--- config.mk ---
export PLATFORM = sky130hd
export DESIGN_NAME = mem_stream_writer_flat
export DESIGN_NICKNAME = d
export VERILOG_FILES = /design/src/rtl/mem_stream_writer_if.sv /design/src/rtl/mem_stream_writer.sv /design/src/flat_wrapper.sv
export SDC_FILE = /design/constraint.sdc
export NUM_CORES = 1
export LEC_CHECK = 0
export BUFFER_PORTS_ARGS = -buffer_cell sky130_fd_sc_hd__buf_2
export CAP_MARGIN = 20
export CORE_MARGIN = 2
export CORE_UTILIZATION = 45
export CTS_CLUSTER_SIZE = 12
export DETAILED_ROUTE_END_ITERATION = 16
export PLACE_DENSITY = 0.75
export SLEW_MARGIN = 20
export SYNTH_ARGS = -nofsm -noshare
export SYNTH_HDL_FRONTEND = slang
export SYNTH_SLANG_ARGS = --single-unit
export TNS_END_PERCENT = 10
--- constraint.sdc ---
create_clock -name clock -period 4 [get_ports clock]
set_input_delay 0.2 -clock clock [delete_from_list [all_inputs] [get_ports clock]]
set_output_delay 0.2 -clock clock [all_outputs]
set_load 0.02 [all_outputs]
--- src/rtl/mem_stream_writer_if.sv ---
// -----------------------------------------------------------------------------
// mem_stream_writer_if
// Bundles the two buses of the stream writer: the incoming word stream
// (valid/ready handshake) and the single-port RAM pins it drives.
//
// Signals:
//   in_data   stream word
//   in_valid  in_data valid
//   in_ready  writer accepts a word this cycle
//   address   RAM address
//   data      RAM write data
//   wren      RAM write enable
//   q         RAM read data (registered RAM output)
//
// Modports:
//   master  environment side: stream source plus RAM (drives in_data, in_valid, q)
//   slave   writer side (drives in_ready, address, data, wren)
// -----------------------------------------------------------------------------
interface mem_stream_writer_if #(
   parameter int DATA_WIDTH = 32,
   parameter int ADDR_WIDTH = 7
) ();
   logic [DATA_WIDTH-1:0] in_data;
   logic                  in_valid;
   logic                  in_ready;
   logic [ADDR_WIDTH-1:0] address;
   logic [DATA_WIDTH-1:0] data;
   logic                  wren;
   logic [DATA_WIDTH-1:0] q;

   modport master (
      output in_data, in_valid, q,
      input  in_ready, address, data, wren
   );

   modport slave (
      input  in_data, in_valid, q,
      output in_ready, address, data, wren
   );
endinterface

--- src/rtl/mem_stream_writer.sv ---
// -----------------------------------------------------------------------------
// mem_stream_writer
// Accepts a word stream over a valid/ready handshake and writes it into
// consecutive RAM addresses (modulo 2^ADDR_WIDTH) starting at a programmable
// base. All outputs are registered; a handshake at one edge produces the RAM
// write (address/data/wren) in the following cycle.
//
// Optional feature, enabled by defining MEM_WRITER_READBACK_EN:
//   after the write pass, every written address is read back, the read words
//   are XOR-folded and compared with the XOR of the written words; a
//   difference raises `mismatch`. Without the macro `q` is unused and
//   `mismatch` is tied low.
//
// Ports:
//   clock      sole clock, rising edge
//   reset      asynchronous, active-high
//   start      single-cycle transfer request, honoured only when idle
//   base_addr  first RAM address, captured with start
//   num_words  number of words (0..2^ADDR_WIDTH, larger values clamp)
//   bus        stream + RAM interface (slave modport)
//   busy       transfer in progress
//   done       one-cycle pulse at end of transfer
//   mismatch   read-back check failed; held until the next accepted start
// -----------------------------------------------------------------------------
module mem_stream_writer #(
   parameter int DATA_WIDTH = 32,
   parameter int ADDR_WIDTH = 7
) (
   input  logic                  clock,
   input  logic                  reset,
   input  logic                  start,
   input  logic [ADDR_WIDTH-1:0] base_addr,
   input  logic [ADDR_WIDTH:0]   num_words,
   mem_stream_writer_if.slave    bus,
   output logic                  busy,
   output logic                  done,
   output logic                  mismatch
);

   localparam logic [ADDR_WIDTH:0] DEPTH    = {1'b1, {ADDR_WIDTH{1'b0}}};
   localparam logic [ADDR_WIDTH:0] ONE      = {{ADDR_WIDTH{1'b0}}, 1'b1};
   localparam logic [ADDR_WIDTH:0] ZERO_CNT = {(ADDR_WIDTH+1){1'b0}};

`ifdef MEM_WRITER_READBACK_EN
   typedef enum logic [1:0] {
      IDLE   = 2'd0,
      WRITE  = 2'd1,
      VERIFY = 2'd2,
      DONE   = 2'd3
   } state_t;
`else
   typedef enum logic [1:0] {
      IDLE   = 2'd0,
      WRITE  = 2'd1,
      DONE   = 2'd3
   } state_t;
`endif

   // A request larger than the RAM depth is limited to one full pass.
   function automatic logic [ADDR_WIDTH:0] clamp_count(input logic [ADDR_WIDTH:0] n);
      return (n > DEPTH) ? DEPTH : n;
   endfunction

   state_t                state;
   logic [ADDR_WIDTH-1:0] base;
   logic [ADDR_WIDTH:0]   count;
   logic [ADDR_WIDTH:0]   offset;
   logic [ADDR_WIDTH-1:0] addr_reg;
   logic [DATA_WIDTH-1:0] data_reg;
   logic                  wren_reg;
   logic                  ready_reg;
   logic                  accept;
   logic [ADDR_WIDTH-1:0] next_addr;

   // Handshake and wrapping address for the current offset.
   assign accept    = bus.in_valid && ready_reg;
   assign next_addr = base + offset[ADDR_WIDTH-1:0];

   assign bus.in_ready = ready_reg;
   assign bus.address  = addr_reg;
   assign bus.data     = data_reg;
   assign bus.wren     = wren_reg;

`ifdef MEM_WRITER_READBACK_EN
   logic [DATA_WIDTH-1:0] wr_sum;
   logic [DATA_WIDTH-1:0] rd_sum;
   logic [1:0]            rd_pipe;   // tracks read addresses still in the RAM pipeline
   logic                  issue;

   assign issue = (offset != count);
`else
   logic unused_q;

   assign unused_q = ^bus.q;
   assign mismatch = 1'b0;
`endif

   // Transfer state machine; every output is registered here.
   always_ff @(posedge clock or posedge reset) begin
      if (reset) begin
         state     <= IDLE;
         base      <= {ADDR_WIDTH{1'b0}};
         count     <= ZERO_CNT;
         offset    <= ZERO_CNT;
         addr_reg  <= {ADDR_WIDTH{1'b0}};
         data_reg  <= {DATA_WIDTH{1'b0}};
         wren_reg  <= 1'b0;
         ready_reg <= 1'b0;
         busy      <= 1'b0;
         done      <= 1'b0;
`ifdef MEM_WRITER_READBACK_EN
         wr_sum    <= {DATA_WIDTH{1'b0}};
         rd_sum    <= {DATA_WIDTH{1'b0}};
         rd_pipe   <= 2'b00;
         mismatch  <= 1'b0;
`endif
      end else begin
         case (state)
            IDLE: begin
               done     <= 1'b0;
               wren_reg <= 1'b0;
               if (start) begin
                  base   <= base_addr;
                  count  <= clamp_count(num_words);
                  offset <= ZERO_CNT;
                  busy   <= 1'b1;
`ifdef MEM_WRITER_READBACK_EN
                  wr_sum   <= {DATA_WIDTH{1'b0}};
                  mismatch <= 1'b0;
`endif
                  if (num_words == ZERO_CNT) begin
                     ready_reg <= 1'b0;
                     state     <= DONE;
                  end else begin
                     ready_reg <= 1'b1;
                     state     <= WRITE;
                  end
               end else begin
                  busy      <= 1'b0;
                  ready_reg <= 1'b0;
               end
            end

            WRITE: begin
               done <= 1'b0;
               busy <= 1'b1;
               if (accept) begin
                  wren_reg <= 1'b1;
                  addr_reg <= next_addr;
                  data_reg <= bus.in_data;
`ifdef MEM_WRITER_READBACK_EN
                  wr_sum   <= wr_sum ^ bus.in_data;
`endif
                  if (offset + ONE == count) begin
                     // Last word: stop accepting right away, reuse offset for read-back.
                     ready_reg <= 1'b0;
                     offset    <= ZERO_CNT;
`ifdef MEM_WRITER_READBACK_EN
                     rd_sum    <= {DATA_WIDTH{1'b0}};
                     rd_pipe   <= 2'b00;
                     state     <= VERIFY;
`else
                     state     <= DONE;
`endif
                  end else begin
                     ready_reg <= 1'b1;
                     offset    <= offset + ONE;
                  end
               end else begin
                  wren_reg  <= 1'b0;
                  ready_reg <= 1'b1;
               end
            end

`ifdef MEM_WRITER_READBACK_EN
            VERIFY: begin
               done      <= 1'b0;
               busy      <= 1'b1;
               wren_reg  <= 1'b0;
               ready_reg <= 1'b0;
               rd_pipe   <= {rd_pipe[0], issue};
               if (issue) begin
                  addr_reg <= next_addr;
                  offset   <= offset + ONE;
               end else begin
                  addr_reg <= addr_reg;
               end
               // q belongs to the address issued two edges ago.
               if (rd_pipe[1]) begin
                  rd_sum <= rd_sum ^ bus.q;
               end else begin
                  rd_sum <= rd_sum;
               end
               // Final read word arrives now: fold it in directly for the verdict.
               if (!issue && rd_pipe == 2'b10) begin
                  mismatch <= ((rd_sum ^ bus.q) != wr_sum);
                  state    <= DONE;
               end else begin
                  state    <= VERIFY;
               end
            end
`endif

            DONE: begin
               done      <= 1'b1;
               busy      <= 1'b0;
               wren_reg  <= 1'b0;
               ready_reg <= 1'b0;
               state     <= IDLE;
            end

            default: begin
               done      <= 1'b0;
               busy      <= 1'b0;
               wren_reg  <= 1'b0;
               ready_reg <= 1'b0;
               state     <= IDLE;
            end
         endcase
      end
   end

endmodule

--- src/flat_wrapper.sv ---
// flat-port wrapper written by rule: the top's interface ports become plain ports
module mem_stream_writer_flat 
#(
   parameter int DATA_WIDTH = 32,
   parameter int ADDR_WIDTH = 7
)
  (clock, reset, start, base_addr, num_words, busy, done, mismatch, bus_in_data, bus_in_valid, bus_q, bus_in_ready, bus_address, bus_data, bus_wren);
  mem_stream_writer_if #(.DATA_WIDTH(DATA_WIDTH), .ADDR_WIDTH(ADDR_WIDTH)) bus_i ();
  input  logic clock;
  input  logic reset;
  input  logic start;
  input  logic [ADDR_WIDTH-1:0] base_addr;
  input  logic [ADDR_WIDTH:0] num_words;
  output logic busy;
  output logic done;
  output logic mismatch;
  input wire logic [$bits(bus_i.in_data)-1:0] bus_in_data;
  input wire logic [$bits(bus_i.in_valid)-1:0] bus_in_valid;
  input wire logic [$bits(bus_i.q)-1:0] bus_q;
  output wire logic [$bits(bus_i.in_ready)-1:0] bus_in_ready;
  output wire logic [$bits(bus_i.address)-1:0] bus_address;
  output wire logic [$bits(bus_i.data)-1:0] bus_data;
  output wire logic [$bits(bus_i.wren)-1:0] bus_wren;
  assign bus_i.in_data = bus_in_data;
  assign bus_i.in_valid = bus_in_valid;
  assign bus_i.q = bus_q;
  assign bus_in_ready = bus_i.in_ready;
  assign bus_address = bus_i.address;
  assign bus_data = bus_i.data;
  assign bus_wren = bus_i.wren;
  mem_stream_writer #(.DATA_WIDTH(DATA_WIDTH), .ADDR_WIDTH(ADDR_WIDTH)) u_core (.clock(clock), .reset(reset), .start(start), .base_addr(base_addr), .num_words(num_words), .bus(bus_i), .busy(busy), .done(done), .mismatch(mismatch));
endmodule
# Word level (Yosys, flattened, before mapping)
# Index checks and enable logic that the tools add are counted.
[op_classes]
eq_ne = 6
mux = 20
mul = 0
reduce_logical = 8
add_sub_neg = 2
shift = 0
bitwise = 0
div_mod_pow = 0
order_cmp = 1
[ops]
columns = ["cell", "count"]
rows = [
  ["$mux 8", 4],
  ["$pmux 8 s2", 1],
  ["$add 8x1->8 const B", 1],
  ["$eq 8x8->1", 1],
  ["$gt 8x8->1 const B", 1],
  ["$logic_not 8->1", 1],
  ["$mux 1", 8],
  ["$mux 2", 4],
  ["$add 7x7->7", 1],
  ["$reduce_and 3->1", 2],
  ["$ne 2x1->1 const B", 2],
  ["$pmux 1 s2", 2],
  ["$pmux 2 s2", 1],
  ["$reduce_and 2->1", 2],
  ["$eq 2x1->1 const B", 1],
  ["$eq 2x2->1 const B", 1],
  ["$logic_not 2->1", 1],
  ["$ne 2x2->1 const B", 1],
  ["$reduce_bool 2->1", 1],
  ["$logic_and 1x1->1", 1],
]
[totals]
memories = 0
output_inout_bits = 44
romBits = 0
wordCells = 47
mem_bits_rw = 0
regBits = 68
latch_bits = 0

# Logic depth before layout (Yosys ltp)
[depth]
depth_word = 5
depth_mapped = 9

# Worst setup path after synthesis
# OpenSTA, ideal clock, no wires.
[synth_timing]
path_type = "register to register"
from = "reg u_core.offset[1]"
to = "reg u_core.addr_reg[6] (netlist: u_core.bus.address[6])"
setup_ns = 0.136
slack_ns = 1.884
period_less_slack_ns = 2.116
arrival_ns = 1.979
path_stages_with_launch = 9
t_required_ns = 3.864
path_cell_list = "dfrtp_1 -> inv_1 -> fa_1 -> nor2b_1 -> o21ai_0 -> a21boi_0 -> o21a_1 -> nor4_1 -> or3b_2"
[synth_between]
elab_chain_cells = 1
[synth_lines]
columns = ["element", "line", "text"]
rows = [
  ["from (decl)", "mem_stream_writer.sv:67", "logic [ADDR_WIDTH:0] offset;"],
  ["from (signal assigned)", "mem_stream_writer.sv:167", "offset <= offset + ONE;"],
  ["$add 7x7->7", "mem_stream_writer.sv:77", "assign next_addr = base + offset[ADDR_WIDTH-1:0];"],
  ["to (signal assigned)", "mem_stream_writer.sv:105", "addr_reg <= {ADDR_WIDTH{1'b0}};"],
  ["to (signal assigned)", "mem_stream_writer.sv:149", "addr_reg <= next_addr;"],
  ["to (decl)", "mem_stream_writer.sv:68", "logic [ADDR_WIDTH-1:0] addr_reg;"],
]
# Every way passes these cells.
# A chain may end at the register's enable or synchronous reset.

# Worst setup path in the final report
[layout_timing]
from = "reg u_core.offset[0]"
to = "reg u_core.addr_reg[6] (netlist: u_core.bus.address[6])"
# Same word-level chain as after synthesis.

==> impl_metrics.yaml <==
clock_tree:
  cts_num_sinks: 68
  worstSkewPairLatency_ps: 340
  cts_root_buf: "clkbuf_8"
  cts_resized: 0
  cts_buffers: 9
  cts.reportedPaths.clkPinSlew_ps: 80
  clock_path_buffers: 2
  cts_hold_buf: 0
  cts_tree: "done"
  post_cts_buffers: 0
  htreeDepth: 3
routing:
  met1Wirelength_mm: 3.05
  drtPass1Iterations: 4
  vias: 2517
  dr.max_layer_used: "met4"
  viasPerCell: 4.98
  routed_wl_mm: 6.76
  wl_met2_mm: 3.24
  wl_per_cell_um: 13.4
  ant_nets: 0
  drt_iter0_markers: 167
  met3_length_um: 338
  drc: 0
floorplan:
  coreArea_mm2: 0.00672
  start_util_pct: 46.0
  rows: 30
  die_h_um: 86.9
  io_pins: 127
  die-area_mm2: 0.00755
  die_w_um: 86.9
timing:
  holdWs_ps: -15.1
  finalSetupTns_ps: 0
  rsz0062_at_grt: "false"
  fmax_ghz: 0.391
  setup_viol: 0
  max-slew-margin-rel_pct: 44.8
  drv_slew: 0
  tightest_slew_ps: 828
  finalCritPeriodShare_pct: 63.9
  fin_skew_ps: 6.82
  period_needed_ps: 2560
  finalHoldViolCount: 31
synth:
  synth.distinct_cells: 41
  syn_nets: 419
  synth_edf_count: 0
  synth.largest_area_cell: "dfrtp_1"
  async_flop_share_pct: 100
  synth_cells: 328
  synth_top_area_share_pct: 55.0
  synth_flop_cell: "dfrtp_1"
  syn-mean-instance-area_um2: 9.43
  synth.area.top_cells: "dfrtp_1, nand2_1, o21ai_0"
  yosys_warnings: 0
  ys_ff_latch: 68
  yosysSeqAreaShare_pct: 55.0
  syn_area_mm2: 0.00309
layout:
  area_growth_pct: 25.6
  seq_area_mm2: 0.00170
  largest_reg_flops: 32
  fillerInstances: 615
  multi_input_comb_area_mm2: 0.00130
  fin_nets: 511
  drive_gt1_share_pct: 29.6
  insertedDiodeCount: 0
grt:
  grt.total_usage_pct: 19.0
  grt_pass1_vias: 2322
  grt_max_degree: 50
  overflow: 0
  grt_pass1_wl_mm: 11.2
  antenna_found_initial: 0
run_status:
  violations: "hold timing"
  status: "finished with violations"
critical_path:
  critPathMaxFanout: 9
  arrival_ps: 2780
  cp-end-kind: "register"
  crit_type: "reg -> reg"
  required_ps: 4220
  cp-start-kind: "register"
power:
  peakVddDrop_mv: 0.309
  power.leakage_nw: 2.03
  power_mw: 3.14
  p_per_area_mw_per_mm2: 808
placed_design:
  io_buffer_count: 93
  hpwl_mm: 4.78
  gp_congestion: 0.937
hold_path:
  hold_class: "in -> async"
flow_run:
  maxCapViolations: 0
## layout by cell type (no fill, tap or decap), types with 3 or more instances in the layout
cell	count
nand2_1	121
buf_2	93
dfrtp_1	68
o21ai_0	19
clkbuf_8	11
xnor2_1	9
nor2_1	9
inv_1	8
mux2_2	8
nand2b_1	8
xor2_1	7
ha_1	7
nand3_1	6
nor4_1	4
a21oi_1	4
o211ai_1	3
bufinv_16	3
buf_4	3
## logic make-up after synthesis
group / Yosys count / share of synthesized area (%)
and+or+nand+nor: 162 / 22.3
DFF: 68 / 55.0
AOI/OAI and AO/OA: 40 / 8.26
buffers and inverters: 24 / 3.04
xor gates and xnor gates: 16 / 4.53
muxes: 9 / 3.24
adders and majority gates: 8 / 3.48
other: 1 / 0.121
## power by group
group	internal, mW	switching [mW]	leakage, nW
Sequential	0.970	0.194	0.844
Clock	0.450	0.265	0.126
Combinational	0.476	0.780	1.06
## layout make-up
type / instances / area share (%)
sequential: 68 / 43.8
multi-input combinational: 236 / 33.5
timing repair buffer: 96 / 12.6
clock buffer: 11 / 3.90
clock inverter: 5 / 2.74
tap: 80 / 2.58
inverter: 9 / 0.902
## worst paths after layout
kind,startpoint,endpoint,slack (ps),cells past startpoint
max in group asynchronous,reset,u_core.base[2],3250,3
min in group clock,bus_in_data[16],u_core.bus.data[16],40,3
max reg2reg,u_core.offset[0],u_core.bus.address[6],1440,9
max,u_core.offset[0],u_core.bus.address[6],1440,9
min reg2reg,u_core.bus.data[14],u_core.bus.data[14],470,2
min,reset,u_core.bus.data[23],-20,2
## routing by layer
layer | track usage (%) | up-vias
li1 | - | 1258
met3 | 3.22 | 9
met4 | 8.66 | 0
met2 | 30.0 | 76
met5 | 0 | -
met1 | 25.7 | 1174
## synthesized netlist by cell type, drive strengths merged, types with 2 or more instances
| cell type | n |
|---|---|
| a21oi | 4 |
| a31oi | 2 |
| and2 | 2 |
| buf | 3 |
| clkbuf | 12 |
| dfrtp | 68 |
| ha | 7 |
| inv | 9 |
| mux2 | 8 |
| nand2 | 122 |
| nand2b | 8 |
| nand3 | 8 |
| nand4 | 2 |
| nor2 | 9 |
| nor2b | 2 |
| nor4 | 4 |
| o211ai | 3 |
| o21a | 2 |
| o21ai | 19 |
| o22ai | 2 |
| xnor2 | 9 |
| xor2 | 7 |
## worst max-delay path, stage by stage, from the launching register on
cell	delay [ps]
dfrtp_1	520
ha_1	260
inv_1	70
fa_1	400
nor2b_1	120
o21ai_0	110
a21boi_0	280
o21a_1	190
nor4_1	60
or3b_2	450
## metrics by stage
stage	setup WS (ps)	util [%]	std cells	cell area [um^2]
CTS	1460	57.8	505	3880
floorplan	1880	-	328	3090
finish	1440	57.8	505	3880
global placement	1550	53.9	489	3620
global route	1270	57.8	505	3880
detailed placement	1470	53.9	489	3620
Power figures use the tool's default switching activity.
